$ cat src/rtl/rom_port_arbiter.sv
`default_nettype none
// ============================================================================
// Module      : rom_port_arbiter
// Description : Shares one single-port image ROM between N_REQ fetch
//               requesters. Round-robin arbitration with an optional
//               strict-priority override for requester 0. The granted
//               requester is tracked through the ROM read latency by a
//               one-hot tag pipeline, and the returned data is presented
//               with a one-hot valid strobe to the requester that issued it.
// Revision    : 1.0 - initial release
// ============================================================================
module rom_port_arbiter #(
  parameter int N_REQ   = 4,   // number of requesters (2..8)
  parameter int ADDR_W  = 16,  // ROM address width
  parameter int DATA_W  = 12,  // ROM data width
  parameter int ROM_LAT = 2    // registered rom_en/rom_addr to valid rom_data (1..4)
) (
  input  logic                      clk,
  input  logic                      rst,       // asynchronous, active low
  input  logic [N_REQ-1:0]          req,
  input  logic [N_REQ*ADDR_W-1:0]   addr_in,
  input  logic                      prio_en,
  output logic [N_REQ-1:0]          gnt,
  output logic                      rom_en,
  output logic [ADDR_W-1:0]         rom_addr,
  input  logic [DATA_W-1:0]         rom_data,
  output logic [N_REQ-1:0]          rd_valid,
  output logic [DATA_W-1:0]         rd_data
);

  localparam int PTR_W = (N_REQ > 1) ? $clog2(N_REQ) : 1;
  localparam logic [PTR_W-1:0] C_LAST_IDX = PTR_W'(N_REQ - 1);

  // Round-robin pointer: first requester examined in the next search.
  logic [PTR_W-1:0] r_rr_ptr;

  // Arbitration result for the current cycle.
  logic             w_gnt_any;
  logic [PTR_W-1:0] w_gnt_idx;
  logic [N_REQ-1:0] w_gnt;
  logic [ADDR_W-1:0] w_gnt_addr;

  // One-hot tags following each issued read through the ROM latency.
  logic [N_REQ-1:0] r_tag [ROM_LAT];

  // Requester index reached by stepping 'off' places from 'base', wrapping
  // at N_REQ (N_REQ need not be a power of two).
  function automatic logic [PTR_W-1:0] wrap_idx(input logic [PTR_W-1:0] base,
                                                input int off);
    int sum;
    sum = int'(base) + off;
    if (sum >= N_REQ) begin
      sum = sum - N_REQ;
    end
    return PTR_W'(sum);
  endfunction

  // Grant selection: priority override for requester 0, otherwise the first
  // requesting index at or after the round-robin pointer. Nothing is granted
  // while reset is held so a pending request cannot slip through.
  always_comb begin
    w_gnt_any = 1'b0;
    w_gnt_idx = '0;
    w_gnt     = '0;
    if (rst) begin
      if (prio_en && req[0]) begin
        w_gnt_any = 1'b1;
        w_gnt_idx = '0;
      end else begin
        for (int off = 0; off < N_REQ; off++) begin
          if (!w_gnt_any && req[wrap_idx(r_rr_ptr, off)]) begin
            w_gnt_any = 1'b1;
            w_gnt_idx = wrap_idx(r_rr_ptr, off);
          end
        end
      end
      if (w_gnt_any) begin
        w_gnt[w_gnt_idx] = 1'b1;
      end
    end
  end

  assign gnt = w_gnt;

  // Address of the winning requester, picked from the packed address bus.
  always_comb begin
    w_gnt_addr = addr_in[w_gnt_idx*ADDR_W +: ADDR_W];
  end

  // Pointer moves just past the winner (priority grants included); it holds
  // when nothing is granted.
  always_ff @(posedge clk or negedge rst) begin
    if (!rst) begin
      r_rr_ptr <= '0;
    end else if (w_gnt_any) begin
      r_rr_ptr <= (w_gnt_idx == C_LAST_IDX) ? '0 : w_gnt_idx + 1'b1;
    end
  end

  // Issue stage: register the ROM read for the accepted request. The address
  // holds across idle cycles so the ROM bus does not toggle needlessly.
  always_ff @(posedge clk or negedge rst) begin
    if (!rst) begin
      rom_en   <= 1'b0;
      rom_addr <= '0;
    end else begin
      rom_en <= w_gnt_any;
      if (w_gnt_any) begin
        rom_addr <= w_gnt_addr;
      end
    end
  end

  // Tag stage 0 captures who was granted alongside the issue registers.
  always_ff @(posedge clk or negedge rst) begin
    if (!rst) begin
      r_tag[0] <= '0;
    end else begin
      r_tag[0] <= w_gnt;
    end
  end

  // Remaining tag stages shift every cycle; the ROM never stalls, so the
  // tag arrives at the last stage exactly when its data is on rom_data.
  generate
    for (genvar s = 1; s < ROM_LAT; s++) begin : g_tag_stage
      // Shift one tag stage forward.
      always_ff @(posedge clk or negedge rst) begin
        if (!rst) begin
          r_tag[s] <= '0;
        end else begin
          r_tag[s] <= r_tag[s-1];
        end
      end
    end
  endgenerate

  // Return stage: strobe the owner and capture data only for real returns,
  // so rd_data keeps the last delivered pixel during idle cycles.
  always_ff @(posedge clk or negedge rst) begin
    if (!rst) begin
      rd_valid <= '0;
      rd_data  <= '0;
    end else begin
      rd_valid <= r_tag[ROM_LAT-1];
      if (|r_tag[ROM_LAT-1]) begin
        rd_data <= rom_data;
      end
    end
  end

endmodule
`default_nettype wire

$ cat config.mk
export PLATFORM = sky130hd
export DESIGN_NAME = rom_port_arbiter
export DESIGN_NICKNAME = d
export VERILOG_FILES = /design/src/rtl/rom_port_arbiter.sv
export SDC_FILE = /design/constraint.sdc
export NUM_CORES = 1
export LEC_CHECK = 0
export ABC_AREA = 1
export CAP_MARGIN = 5
export CORE_UTILIZATION = 30
export DETAILED_ROUTE_END_ITERATION = 10
export MAX_ROUTING_LAYER = met4
export PLACE_DENSITY = 0.65
export SYNTH_ARGS = -nofsm -noshare
export SYNTH_HDL_FRONTEND = slang
export SYNTH_SLANG_ARGS = --single-unit
$ cat constraint.sdc
create_clock -name clk -period 1.85 [get_ports clk]
set_input_delay 0.37 -clock clk [delete_from_list [all_inputs] [get_ports clk]]
set_output_delay 0.37 -clock clk [all_outputs]
set_load 0.005 [all_outputs]
* Word-level counts from Yosys, hierarchy flattened
Index checks and enable logic that the tools add are counted.
W data, S select, Z words.
** Word-level totals
- Register bits :: 43
- Bits in latches :: 0
- RAM bits :: 0
- Bits in read-only memories :: 0
- Input port bits :: 83
- Output and inout port bits :: 37
- Logic and storage cells :: 81
- Memories kept :: 0
** Operators by class
- Add/sub/neg operators :: 8
- $mul :: 0
- Div/mod/pow operators :: 0
- Magnitude comparators :: 10
- Eq/ne operators :: 1
- Shift-type cells :: 1
- Mux-type cells :: 45
- Bitwise operators :: 0
- Reductions and logical operators :: 9
** Operator list (count)
- $shiftx A64 B7 Y16 :: 1
- $mux W2 :: 20
- $mux W1 :: 18
- $lt A2 B3 Y1 const B :: 5
- $ge A3 B3 Y1 const B :: 3
- $bmux W1 S2 :: 4
- $mux W4 :: 2
- $sub A2 B1 Y2 const B :: 4
- $add A2 B2 Y3 const B :: 2
- $logic_and A1 B1 Y1 :: 5
- $reduce_or A4 Y1 :: 1
- $add A2 B1 Y3 const B :: 1
- $ge A2 B3 Y1 const B :: 1
- $logic_not A1 Y1 :: 3
- $add A2 B1 Y2 const B :: 1
- $demux W1 S2 :: 1
- $eq A2 B2 Y1 const B :: 1
- $ge A2 B1 Y1 const B :: 1

* Logic depth before layout (Yosys ltp)
- Word-level depth :: 30
- Gate-level depth with buffers :: 17
- Depth with buffers taken out :: 15

* Worst setup path after synthesis
No wires, ideal clock.
- Kind :: flip-flop to output port
- From :: register r_rr_ptr[0]
- To :: output gnt[2]
- Arrival time :: 1571 ps
- Data required time :: 1480 ps
- Setup slack :: -91 ps
- Cell stages (with the launch flop) :: 14
- Buffers on the path :: 2
- Cell sequence :: dfrtp_1 -> buf_6 -> inv_8 -> nand2_2 -> nand3_1 -> nand2_2 -> nor2_4 -> nand3_1 -> nand3_2 -> nand2_4 -> nor2_8 -> buf_12 -> nand2_1 -> inv_1
** Between the ends
- Cells in the longest elaborated chain, start to end :: 30
- Elaborated cells on any way between the ends :: 62
- Classes of those cells :: add/sub: 7; order compare: 6; mux: 42; reduce/logical: 7
** RTL lines
- start, declared :: RTL line 35 : logic [PTR_W-1:0] r_rr_ptr;
- start signal, assigned :: RTL line 96 : r_rr_ptr <= (w_gnt_idx == C_LAST_IDX) ? '0 : w_gnt_idx + 1'b1;
- $ge A2 B3 Y1 / $sub A2 B1 Y2 (equally long branches) :: RTL line 52, 53
- $mux W2 :: RTL line 52 : if (sum >= N_REQ) begin
- $mux W2 :: RTL line 66 : if (prio_en && req[0]) begin
- $mux W2 :: RTL line 65 : if (rst) begin
- $bmux W1 S2 :: RTL line 71 : if (!w_gnt_any && req[wrap_idx(r_rr_ptr, off)]) begin
- $mux W1 (implied by the code) :: RTL line 71
- $mux W1 :: RTL line 71
- $mux W1 :: RTL line 66
- [14 not listed]
- $mux W2 :: RTL line 66
- $mux W2 :: RTL line 65
- $lt A2 B3 Y1 (implied by the code) / $ge A2 B1 Y1 (equally long branches) :: RTL line 78 : w_gnt[w_gnt_idx] = 1'b1;
- $logic_and A1 B1 Y1 (implied by the code) :: RTL line 78
- $mux W1 (implied by the code) :: RTL line 78
- $demux W1 S2 :: RTL line 78
- $mux W4 * :: RTL line 77 : if (w_gnt_any) begin
- $mux W4 * :: RTL line 65
- end, declared :: RTL line 23 : output logic [N_REQ-1:0] gnt,
Every way passes the cells marked *; elsewhere a longest branch is shown, timed or not. The select of a mux whose other input is x is not followed.

* Worst setup path after layout
- From :: register r_rr_ptr[0]
- To :: output gnt[0]
The elaborated chain is that of the path after synthesis.

==> summary.md <==
The run finished, with violations left. The final reports fail on DRC, setup timing. Total iterations of the first detailed-routing run: 9. The most common library cell in the layout ignoring fill and taps was sky130_fd_sc_hd__clkdlybuf4s50_1. The tree built by TritonCTS fans out to 43 sinks. The wire-length estimate of the detail-placed layout is 5.785 mm. The number of nets produced by synthesis was 466; the clock slew seen by the registers of the worst setup and hold paths was 0.08 ns. Highest net fanout along the worst path: 6. Relative to the synthesized area, the layout overhead comes to 67.15%. The floorplan step set the die height to 98.40 um. The tools report the hold violation total from the final report as 0. In this run the standard cell core region covers 0.008848 mm2. The congestion estimate from routability-driven global placement came to 0.8686. The min-delay analysis places its worst path in the category in -> async. During I/O placement, the number of pins put on the boundary was 120. Data arrives at the worst endpoint at 2.05 ns. For the number of design rule violations left after detail routing, the log shows 8. The start-to-end type of the worst setup path is reg -> out. The startpoint identified for the worst register-to-register timing path is r_rr_ptr[0]. The worst setup path is launched from a flip-flop.

The logs give 383 for the cell count after synthesis and 65.30% for the worst relative slew slack. The worst-case IR drop observed on VDD is 664.2 uV. The H-tree depth reported by CTS came out at 2. The count of pins over their slew limit was 0; the proportion of netlist area held by the largest area contributor was 38.60%. TritonCTS created 5 clock buffers. Across every metal layer, demand over resource in global routing totals 17.33%. The wire length of the first global-routing pass is 13.03 mm.

The run gives 31.50% as the starting utilization of the core area. The run gives 603 as the net count of the finished layout. After detailed placement, the total cell area comes to 0.004170 mm2. Measured on the finished design, the core utilization comes to 52.66%.

Leaving out fill and tap cells, the most frequent cells in the layout are 114 x sky130_fd_sc_hd__clkdlybuf4s50_1, 111 x sky130_fd_sc_hd__nand2_1, 71 x sky130_fd_sc_hd__inv_1, 41 x sky130_fd_sc_hd__dfrtp_1, 32 x sky130_fd_sc_hd__nand4_1. End of the critical path: gnt[0]. Summing all non-filler instances in the final layout gives an area of 0.004659 mm2. The post-detailed-route count of antenna-violating nets came out at 0.

TritonCTS built the clock tree. For the summed instance area of the synthesized netlist, the log shows 0.002788 mm2. The run gives 0 as the initial antenna violation count. The number of global-route vias before repair came out at 2784. Biggest area consumer among synthesized cells: sky130_fd_sc_hd__dfrtp_1. The post-route netlist has 24.76% of its cells at a drive strength greater than 1. The tools report the die outline area as 0.009682 mm2. The repair_antennas step left the layout with diodes totalling 0. The first routing iteration left 108 violations. The maximum number of pins on one net before global-route repair was 47; the count of fill cells added during filler insertion was 839. Each instance of the synthesized netlist takes up on average 7.279 um2.

The library cell used as clock root buffer is sky130_fd_sc_hd__clkbuf_8. The critical path startpoint is r_rr_ptr[0]. Setup repair after global routing could not meet its margin everywhere. The final hold slack was 0.08068 ns. The logic depth of the worst register-to-register path was 16. The multi-input logic area is 0.001466 mm2, and the final setup skew is 0.008212 ns. Static leakage: 0.002397 uW. Clock latency on the worst-skew pair: 0.30 ns.

Yosys attributes the largest share of cell area to sky130_fd_sc_hd__dfrtp_1 39%, sky130_fd_sc_hd__nand2_1 17%, sky130_fd_sc_hd__inv_1 10%. Of the synthesized area, sequential elements account for 38.60%. The floorplan row count came out at 34. The power per cell area works out to 1539 mW/mm2.

Dividing the detail-routed via count by the number of cells gives 4.658. Power comes to 7173 uW. The transition time of the tightest slew-check pin was 0.5205 ns.

The reg2reg setup slack is -0.29 ns. The minimum setup slack in the final design was -0.5735 ns; the number of input and output port buffers inserted was 119. The post-layout minimum cycle time was 2.423 ns; the via count was 2930.

In this run, synthesis produced a sequential element count of 43. The count of hold-fix buffers inserted at cts is 0, and the sequential cell area is 0.001079 mm2. The tools report the capture point of the worst reg-to-reg path as rom_addr[15].

The die extent in x works out to 98.40 um. Based on the critical path, the design can be clocked at up to 0.4126 GHz. The number of failing setup endpoints in the final timing report was 21.

No sink is reached through more buffers than the 2 on the longest clock path. The logs give 0 for the count of maximum capacitance violations and 0 for the overflow left after global routing. Number of library cell types mapped by synthesis: 26. The routed wirelength normalized by instance count is 13.25 um, and the final critical-path share of the clock period is 131.0%. Yosys printed 0 warnings. STA puts the critical path data required time at 1.48 ns. Summed over all layers, the routed wires come to 8.334 mm. The worst setup path is captured at an output pin.
[registers in the layout, indices dropped and copies added (netlist names)]
register	cells
rd_valid	4
rd_data	12
r_rr_ptr	2
rom_addr	16
r_tag	8
rom_en	1
[cell usage after synthesis]
cell	n
sky130_fd_sc_hd__nand2_1	128
sky130_fd_sc_hd__inv_1	74
sky130_fd_sc_hd__dfrtp_1	43
sky130_fd_sc_hd__nand4_1	32
sky130_fd_sc_hd__nand3_1	30
sky130_fd_sc_hd__mux2_2	12
sky130_fd_sc_hd__nand2_2	12
sky130_fd_sc_hd__nand3_2	12
sky130_fd_sc_hd__buf_2	7
sky130_fd_sc_hd__clkbuf_1	5
sky130_fd_sc_hd__inv_2	5
sky130_fd_sc_hd__nor2_1	5
sky130_fd_sc_hd__buf_4	3
sky130_fd_sc_hd__buf_6	2
sky130_fd_sc_hd__nand2_4	2
sky130_fd_sc_hd__a21oi_1	1
sky130_fd_sc_hd__and3_1	1
sky130_fd_sc_hd__buf_1	1
sky130_fd_sc_hd__buf_12	1
sky130_fd_sc_hd__inv_8	1
sky130_fd_sc_hd__nand3_4	1
sky130_fd_sc_hd__nor2_2	1
sky130_fd_sc_hd__nor2_4	1
sky130_fd_sc_hd__nor2_8	1
sky130_fd_sc_hd__o211ai_1	1
sky130_fd_sc_hd__o21ai_0	1
[per-stage QoR]
| step | instances | setup slack [ns] | setup TNS [ns] |
|---|---|---|---|
| 2_1_floorplan | 383 | -0.05719 | -0.1525 |
| 3_3_place_gp | 609 | -0.7747 | -10.81 |
| 3_5_place_dp | 609 | -0.8251 | -12.35 |
| 4_1_cts | 627 | -0.5446 | -5.336 |
| 5_1_grt | 629 | -0.6583 | -8.818 |
| 6_report | 629 | -0.5735 | -6.507 |
[worst min-delay path by stage]
stage	depth (start not counted)	slack [ns]	end
floorplan	0	0.07	r_rr_ptr[0]
finish	2	0.08	r_tag[6]
global placement	0	0.33	r_tag[3]
global route	2	0.08	r_tag[6]
detailed placement	0	0.33	r_tag[1]
CTS	2	0.08	rd_valid[2]
[power by group]
part	total [uW]	leakage (uW)	switching [uW]	internal [uW]
clock	718	0.0000581	317	402
combinational	4820	0.00181	2410	2410
sequential	1640	0.000529	240	1390
[kinds of logic (layout without fill, tap and decap cells)]
group | count (synthesis) | after routing | share of synthesized area [%]
buf+inv | 99 | 237 | 15.44
flops | 43 | 43 | 38.60
simple gates | 226 | 226 | 40.49
mux | 12 | 12 | 4.847
compound gates | 3 | 3 | 0.6281
[layout make-up]
class | count | area share (%)
multi-input cells | 241 | 31.47
clock buffers | 5 | 1.477
flip-flops and latches | 43 | 23.15
inverters | 80 | 6.713
well taps | 108 | 2.900
repair buffers | 148 | 33.16
repair inverters | 1 | 0.1880
clock inverters | 3 | 0.9398
[critical path, cell delays in order, from the launching register on]
cell and delay, ns:
sky130_fd_sc_hd__dfrtp_2 0.46, sky130_fd_sc_hd__buf_12 0.17, sky130_fd_sc_hd__nand2_1 0.08, sky130_fd_sc_hd__nand2_2 0.07, sky130_fd_sc_hd__nand2_2 0.08, sky130_fd_sc_hd__nand2_2 0.06
sky130_fd_sc_hd__nor2_4 0.14, sky130_fd_sc_hd__nand3_2 0.10, sky130_fd_sc_hd__nand2_1 0.08, sky130_fd_sc_hd__inv_2 0.05, sky130_fd_sc_hd__nand3_4 0.07, sky130_fd_sc_hd__buf_6 0.11
sky130_fd_sc_hd__and3_4 0.18, sky130_fd_sc_hd__buf_6 0.09
[timing repair]
action | 4_1_cts | 5_1_grt
setup buffers | 9 | 1
pin swaps | 14 | 18
setup endpoints to repair | 20 | 24
cloned | 3 | 1
resized for setup | 44 | 34
[metal layers]
metal / GRT usage [%] / up-vias / part of all wire, %
met4: 4.018 / 0 / 1.2
met3: 2.792 / 14 / 5.8
met5: - / - / 0
met2: 27.09 / 113 / 46
li1: - / 1463 / -
met1: 23.56 / 1340 / 47
(Power assumes the default switching activity.)
